$ cat src/rtl/sram_rd_pkg.sv
// Shared widths and FSM encoding for the SRAM burst read master.
package sram_rd_pkg;

    localparam int ADDR_W    = 11;
    localparam int DATA_W    = 32;
    localparam int LEN_W     = 12;
    localparam int BUF_DEPTH = 2;

    typedef enum logic [1:0] {
        IDLE  = 2'd0,
        READ  = 2'd1,
        DRAIN = 2'd2,
        FIN   = 2'd3
    } rd_state_e;

endpackage

$ cat src/rtl/skid_fifo2.sv
// Two-entry register FIFO; entry 0 is always the head and feeds the output directly.
module skid_fifo2 #(
    parameter int W = 32
) (
    input  logic         clk,
    input  logic         rst_n,
    input  logic         push,
    input  logic         pop,
    input  logic [W-1:0] din,
    output logic [1:0]   count,
    output logic [W-1:0] head
);

    logic [W-1:0] mem_q [2];
    logic [W-1:0] mem_d [2];
    logic [1:0]   count_q, count_d;
    logic         pop_ok, push_ok, wr_hi;

    always_comb begin
        pop_ok  = pop && (count_q != 2'd0);
        push_ok = push && ((count_q != 2'd2) || pop_ok);
        // Write slot is the first free entry after this cycle's pop shifts the queue.
        wr_hi   = (count_q == 2'd2) || ((count_q == 2'd1) && !pop_ok);
        mem_d   = mem_q;
        if (pop_ok) begin
            mem_d[0] = mem_q[1];
        end
        if (push_ok) begin
            if (wr_hi) begin
                mem_d[1] = din;
            end else begin
                mem_d[0] = din;
            end
        end
        count_d = count_q + {1'b0, push_ok} - {1'b0, pop_ok};
    end

    always_ff @(posedge clk or negedge rst_n) begin
        if (!rst_n) begin
            mem_q[0] <= '0;
            mem_q[1] <= '0;
            count_q  <= 2'd0;
        end else begin
            mem_q[0] <= mem_d[0];
            mem_q[1] <= mem_d[1];
            count_q  <= count_d;
        end
    end

    assign count = count_q;
    assign head  = mem_q[0];

endmodule

$ cat src/rtl/sram_burst_reader.sv
// Burst read master for the 32b x 2048 activation SRAM, streaming words over valid/ready.
// Optional running checksum port enabled by SRAM_BURST_READER_CHECKSUM_EN.
module sram_burst_reader
    import sram_rd_pkg::*;
(
    input  logic              CLK,
    input  logic              RESET_N,
    input  logic              start,
    input  logic [ADDR_W-1:0] base_addr,
    input  logic [LEN_W-1:0]  length,
    output logic              busy,
    output logic              done,
    output logic              CEN,
    output logic              WEN,
    output logic [ADDR_W-1:0] A,
    input  logic [DATA_W-1:0] Q,
    output logic              out_valid,
    input  logic              out_ready,
    output logic [DATA_W-1:0] out_data
`ifdef SRAM_BURST_READER_CHECKSUM_EN
    ,
    output logic [DATA_W-1:0] checksum
`endif
);

    rd_state_e         state_q, state_d;
    logic [LEN_W-1:0]  len_q, len_d;
    logic [LEN_W-1:0]  issued_q, issued_d;
    logic [ADDR_W-1:0] nxt_addr_q, nxt_addr_d;
    logic [ADDR_W-1:0] a_q, a_d;
    logic              inflight_q, inflight_d;
    logic              busy_q, busy_d;
    logic              done_q, done_d;

    logic [1:0]        buf_count;
    logic              pop, issue, drained;
    logic [2:0]        occ;

    // Occupancy counts the buffered word leaving this cycle as free, so a full
    // pipeline keeps issuing one read per cycle while downstream keeps accepting.
    always_comb begin
        out_valid = (buf_count != 2'd0);
        pop       = out_valid && out_ready;
        occ       = {1'b0, buf_count} + {2'b00, inflight_q} - {2'b00, pop};
        issue     = (state_q == READ) && (issued_q != len_q) && (occ < 3'd2);
        drained   = !inflight_q && ((buf_count == 2'd0) || ((buf_count == 2'd1) && pop));
    end

    always_comb begin
        state_d    = state_q;
        len_d      = len_q;
        issued_d   = issued_q;
        nxt_addr_d = nxt_addr_q;
        a_d        = a_q;
        busy_d     = busy_q;
        done_d     = 1'b0;
        inflight_d = issue;
        case (state_q)
            IDLE: begin
                if (start) begin
                    len_d      = length;
                    issued_d   = '0;
                    nxt_addr_d = base_addr;
                    if (length == '0) begin
                        state_d = FIN;
                        done_d  = 1'b1;
                        busy_d  = 1'b0;
                    end else begin
                        state_d = READ;
                        busy_d  = 1'b1;
                    end
                end
            end
            READ: begin
                if (issue) begin
                    issued_d   = issued_q + 1'b1;
                    nxt_addr_d = nxt_addr_q + 1'b1;
                    a_d        = nxt_addr_q;
                    if (issued_d == len_q) begin
                        state_d = DRAIN;
                    end
                end
            end
            DRAIN: begin
                if (drained) begin
                    state_d = FIN;
                    done_d  = 1'b1;
                    busy_d  = 1'b0;
                end
            end
            FIN: begin
                state_d = IDLE;
            end
            default: begin
                state_d = IDLE;
            end
        endcase
    end

    always_ff @(posedge CLK or negedge RESET_N) begin
        if (!RESET_N) begin
            state_q    <= IDLE;
            len_q      <= '0;
            issued_q   <= '0;
            nxt_addr_q <= '0;
            a_q        <= '0;
            inflight_q <= 1'b0;
            busy_q     <= 1'b0;
            done_q     <= 1'b0;
        end else begin
            state_q    <= state_d;
            len_q      <= len_d;
            issued_q   <= issued_d;
            nxt_addr_q <= nxt_addr_d;
            a_q        <= a_d;
            inflight_q <= inflight_d;
            busy_q     <= busy_d;
            done_q     <= done_d;
        end
    end

    // A holds the last issued address between issues; reset forces CEN high at once.
    assign CEN  = !issue;
    assign WEN  = 1'b1;
    assign A    = issue ? nxt_addr_q : a_q;
    assign busy = busy_q;
    assign done = done_q;

    skid_fifo2 #(
        .W(DATA_W)
    ) u_fifo (
        .clk   (CLK),
        .rst_n (RESET_N),
        .push  (inflight_q),
        .pop   (pop),
        .din   (Q),
        .count (buf_count),
        .head  (out_data)
    );

`ifdef SRAM_BURST_READER_CHECKSUM_EN
    logic [DATA_W-1:0] cksum_q, cksum_d;

    always_comb begin
        cksum_d = cksum_q;
        if ((state_q == IDLE) && start) begin
            cksum_d = '0;
        end else if (pop) begin
            cksum_d = cksum_q + out_data;
        end
    end

    always_ff @(posedge CLK or negedge RESET_N) begin
        if (!RESET_N) begin
            cksum_q <= '0;
        end else begin
            cksum_q <= cksum_d;
        end
    end

    assign checksum = cksum_q;
`endif

endmodule
$ cat config.mk
export PLATFORM = sky130hd
export DESIGN_NAME = sram_burst_reader
export DESIGN_NICKNAME = d
export VERILOG_FILES = /design/src/rtl/sram_rd_pkg.sv /design/src/rtl/skid_fifo2.sv /design/src/rtl/sram_burst_reader.sv
export SDC_FILE = /design/constraint.sdc
export NUM_CORES = 1
export LEC_CHECK = 0
export ABC_AREA = 1
export CAP_MARGIN = 15
export CORE_AREA = 2 2 124 126
export DETAILED_ROUTE_END_ITERATION = 12
export DIE_AREA = 0 0 126 128
export GPL_TIMING_DRIVEN = 0
export HOLD_SLACK_MARGIN = 0.12
export PLACE_DENSITY = 0.71
export SLEW_MARGIN = 15
export SYNTH_ARGS = -nofsm -noshare
export SYNTH_HDL_FRONTEND = slang
export SYNTH_HIERARCHICAL = 1
export SYNTH_SLANG_ARGS = --single-unit
export TNS_END_PERCENT = 5
$ cat constraint.sdc
create_clock -name CLK -period 3.7 [get_ports CLK]
set_input_delay 0.37 -clock CLK [delete_from_list [all_inputs] [get_ports CLK]]
set_output_delay 0.37 -clock CLK [all_outputs]
set_load 0.02 [all_outputs]
==> summary by stage <==
Timing
The final clock skew is 0.00747 ns. Measured against its own limit, the worst slew margin works out to between 50% and 60%. The routed design could run at a clock period as short as 3.51 ns. The number of slew-limit violations in the final report is 0. The share of the cycle needed by the critical path after routing is 94.8%. The highest clock frequency the design can meet is 0.285 GHz.

The number of endpoints with negative hold slack in the final report was 0. At the pin with the least slew margin, the transition time is 0.623 ns. Setup violations remaining at the end of the flow were counted as 0. Setup repair after global routing left no endpoint under its margin.

Synth
The netlist area before placement is 6550 sq um. The number of synthesis warnings is 6. The sequential fraction of the synthesis area is 44.7%. The synthesized instance count is 885. In this run, synthesis produced a sequential element count of 117. A synthesized cell averages 7.40 sq um. The total nets after synthesis is roughly 950. Counting distinct cell types in the post-synthesis netlist gives 36.

Place
The instance count after placement with tap cells included is 1179. Summed over all nets, the half-perimeter wirelength after detailed placement is 10900 um. The placed cell area is 7870 sq um. The count of buffers inserted at the top-level ports is 105. Routability-driven placement finished with a final weighted congestion of 0.881.

GRT
The number of global-route vias before repair was 5674. Entering global routing, the biggest net connects 66 pins. The first global-routing pass estimated approximately 27000 um of wire. The global-route usage over all layers is a little over a fifth.

The initial antenna violation count is 0. The final global-route overflow total is 0.

Floorplanning
The vertical die dimension is about 130 um. In this run the count of I/O pins placed on the die edge is 107. The floorplan die width is 126 um.

The core footprint is 14900 sq um. The die covers 16100 sq um. The starting utilization of the core area is 44.1%.

After floorplanning, the core was divided into 45 placement rows.

Clock tree
The root buffer cell chosen for the clock tree is clkbuf_16. The later pin in the worst-skew pair is clocked with a latency of 0.42 ns. The number of CTS-inserted buffers is 17. The level count of the clock H-tree is 4. The TritonCTS sink count is ~120. The clock tree buffer depth is 2. Clock-pin slew was measured on the worst setup and hold paths at 0.05 ns. The CTS tree is done.

Critical path
The count of buffer and inverter cells on the critical path is 4. The worst stage delay on the critical path is between 0.4 and 0.5 ns. STA classifies the critical path startpoint as a register. STA puts the critical path data arrival time at 3.14 ns.

The cell type of the slowest stage on the worst timing path is fa_1. The required time of the worst setup path is 3.33 ns. The most critical setup path has its startpoint at u_fifo/count[1]. STA classifies the critical path endpoint as a primary output. The maximum fanout along the worst path is 10. Among cell families on the critical path, the largest total delay comes from adder cells. The signal on the critical path passes through inv_4 -> a21oi_2 -> ha_1 -> or2_2 -> fa_1 -> o21ai_0 -> a211oi_2 -> nand2_2 -> buf_6 -> buf_4 -> nand2_1 -> nand2_1 -> clkdlybuf4s15_2. The cell that appears most often on the critical path is nand2_1.

The worst setup path is of the register to primary output kind. The startpoint of the most critical register-to-register path is u_fifo/count[1].

Final layout
Compared with the post-synthesis result, the final layout area differs by 29.9%. The finished layout holds 1213 standard cells, fillers aside. The share of layout cells above drive strength 1 is 13.6%. For this run, the post-layout net count is 1082. After routing the design area is around 8500 sq um. The number of antenna diodes in the final layout is 0.

Min path
In this run the worst hold path is classified as register to register. The worst hold path begins at u_fifo/mem_q[4].

Drt
The number of DRC markers in iteration 0 is 320. Dividing the detail-routed via count by the number of cells gives slightly below 5. After detailed routing, the average wire length per cell comes to 13.1 um. Wires add up to about 16000 um.

The count of nets left with antenna violations once routing finished came out at 0. The routed layout has 5949 vias. The number of detailed-route iterations in the first pass is 4. In the routed design, unresolved DRC markers number 0.

Status
The run finished with clean final reports.

Job
Max-cap violations in this run came to 0.

Pwr
For this design the ratio of total power to cell area is 885 nW/um^2. The design draws 7.53 mW. The worst-case IR drop observed on VDD is 0.000433 V.

The reported leakage power is between 4 and 5 nW.
-- metal layers --
metal  track usage [%]  share of wire [%]
met3              5.13                4.7
met4              7.95                2.1
met5                 0                  0
met2              33.6                 48
met1              27.5                 45
-- final cells by class --
type                            count  area [sq um]
Buffer                             70           504
Clock buffer                       19           443
Clock inverter                     11           183
Fill cell                        1374          6350
Inverter                           65           249
Multi-Input combinational cell    633          2890
Sequential cell                   117          2930
Tap cell                          188           235
Timing Repair Buffer              110          1070
-- kinds of logic after synthesis --
| kind of cell | after synthesis | share of synthesized area, % |
|---|---|---|
| simple gates | 542 | 34.5 |
| buf+inv | 135 | 11.3 |
| compound gates | 60 | 4.68 |
| mux | 7 | 1.07 |
| other cells | 1 | 0.0572 |
| fa+ha+maj | 9 | 1.83 |
| flops | 117 | 44.7 |
| xor+xnor | 14 | 1.87 |
-- what timing repair did --
item	in CTS	in global routing
endpoints found under the hold margin	52	0
pin swaps	2	2
endpoints found under the setup margin	12	12
gates resized for setup	57	8
setup buffers	2	1
hold buffers	1	0
-- state kept, by name, summed over array words and instances (netlist names), 2 cells and up --
signal        flops
a_q              11
nxt_addr_q       11
u_fifo/count      2
issued_q         12
len_q            12
u_fifo/mem_q     32
u_fifo/head      32
state_q           2
-- cell usage after synthesis --
cell type / number / area [sq um]
buf_2: 13 / 65.1
conb_1: 1 / 3.75
inv_4: 1 / 6.26
o21ai_0: 37 / 185
nand2_2: 4 / 25.0
a211oi_1: 1 / 7.51
nand2_1: 407 / 1530
nand3b_1: 1 / 7.51
clkbuf_1: 7 / 26.3
nor2_4: 1 / 11.3
dfrtp_1: 117 / 2930
nor2_2: 2 / 12.5
o211ai_1: 1 / 7.51
nand2_8: 1 / 20.0
inv_2: 9 / 33.8
ha_1: 8 / 100
buf_1: 1 / 3.75
mux2i_1: 7 / 70.1
nor4_1: 3 / 18.8
nand2_4: 3 / 33.8
nor3_1: 1 / 5.00
nand3_2: 2 / 20.0
inv_1: 54 / 203
nand4_1: 6 / 37.5
o22ai_1: 1 / 6.26
clkinv_1: 1 / 3.75
nand3_1: 91 / 455
nor3_2: 1 / 10.0
nor2_1: 18 / 67.6
buf_4: 40 / 300
o21ai_1: 18 / 90.1
a21oi_1: 2 / 10.0
buf_6: 9 / 101
xor2_1: 14 / 123
fa_1: 1 / 20.0
or2_2: 1 / 6.26
-- power by group --
| group | switching (mW) | leakage (nW) | internal (mW) |
|---|---|---|---|
| clock network | 0.570 | 0.308 | 1.20 |
| registers | 0.339 | 1.50 | 1.83 |
| logic | 2.14 | 2.64 | 1.45 |
-- worst reg2reg max path, delay by kind of cell, from the launching register on --
kind | cells | cell delay [ns]
AO/OA/AOI/OAI | 4 | 0.53
adder cells (fa/ha/maj) | 2 | 0.72
buffers and inverters | 4 | 0.45
flip-flops | 1 | 0.38
AND/OR/NAND/NOR | 6 | 0.70
-- worst paths after layout --
check	endpoint	slack, ns	cells after the start
worst max-delay path	A[2]	0.19	13
worst min-delay path	u_fifo/mem_q[4]	0.47	2
worst max register to register	issued_q[4]	0.81	16
worst min register to register	u_fifo/mem_q[4]	0.47	2
max in group asynchronous	inflight_q	2.53	3
min in group asynchronous	u_fifo/head[6]	0.48	2
-- placed cells by master (no fill, tap or decap), types with 2 or more instances in the layout --
cell and n:
buf_2 20, buf_4 43, buf_6 11, bufinv_16 5, clkbuf_1 7, clkbuf_16 17
clkdlybuf4s15_2 3, clkdlybuf4s50_1 91, clkinv_2 5, dfrtp_1 116, dlygate4sd2_1 2, ha_1 8
inv_1 52, inv_2 10, inv_4 2, mux2i_1 7, nand2_1 406, nand2_2 5
nand2_4 3, nand3_1 91, nand3_2 2, nand4_1 6, nor2_1 18, nor2_2 2
nor4_1 3, o21ai_0 34, o21ai_1 21, xor2_1 14
-- metrics by stage --
| stage | util (%) | hold slack, ns | worst slack (ns) | TNS, ns |
|---|---|---|---|---|
| 3_3_place_gp | 52.7 | 0.454 | -2.48 | -294.70 |
| 4_1_cts | 57.2 | 0.472 | 0.00133 | 0 |
| 6_report | 57.2 | 0.470 | 0.192 | 0 |
| 2_1_floorplan | - | 0.0744 | 0.408 | 0 |
| 3_5_place_dp | 52.9 | 0.363 | -0.576 | -5.41 |
| 5_1_grt | 57.2 | 0.484 | 0.00358 | 0 |
No activity file was read; power rests on OpenSTA's default activity.
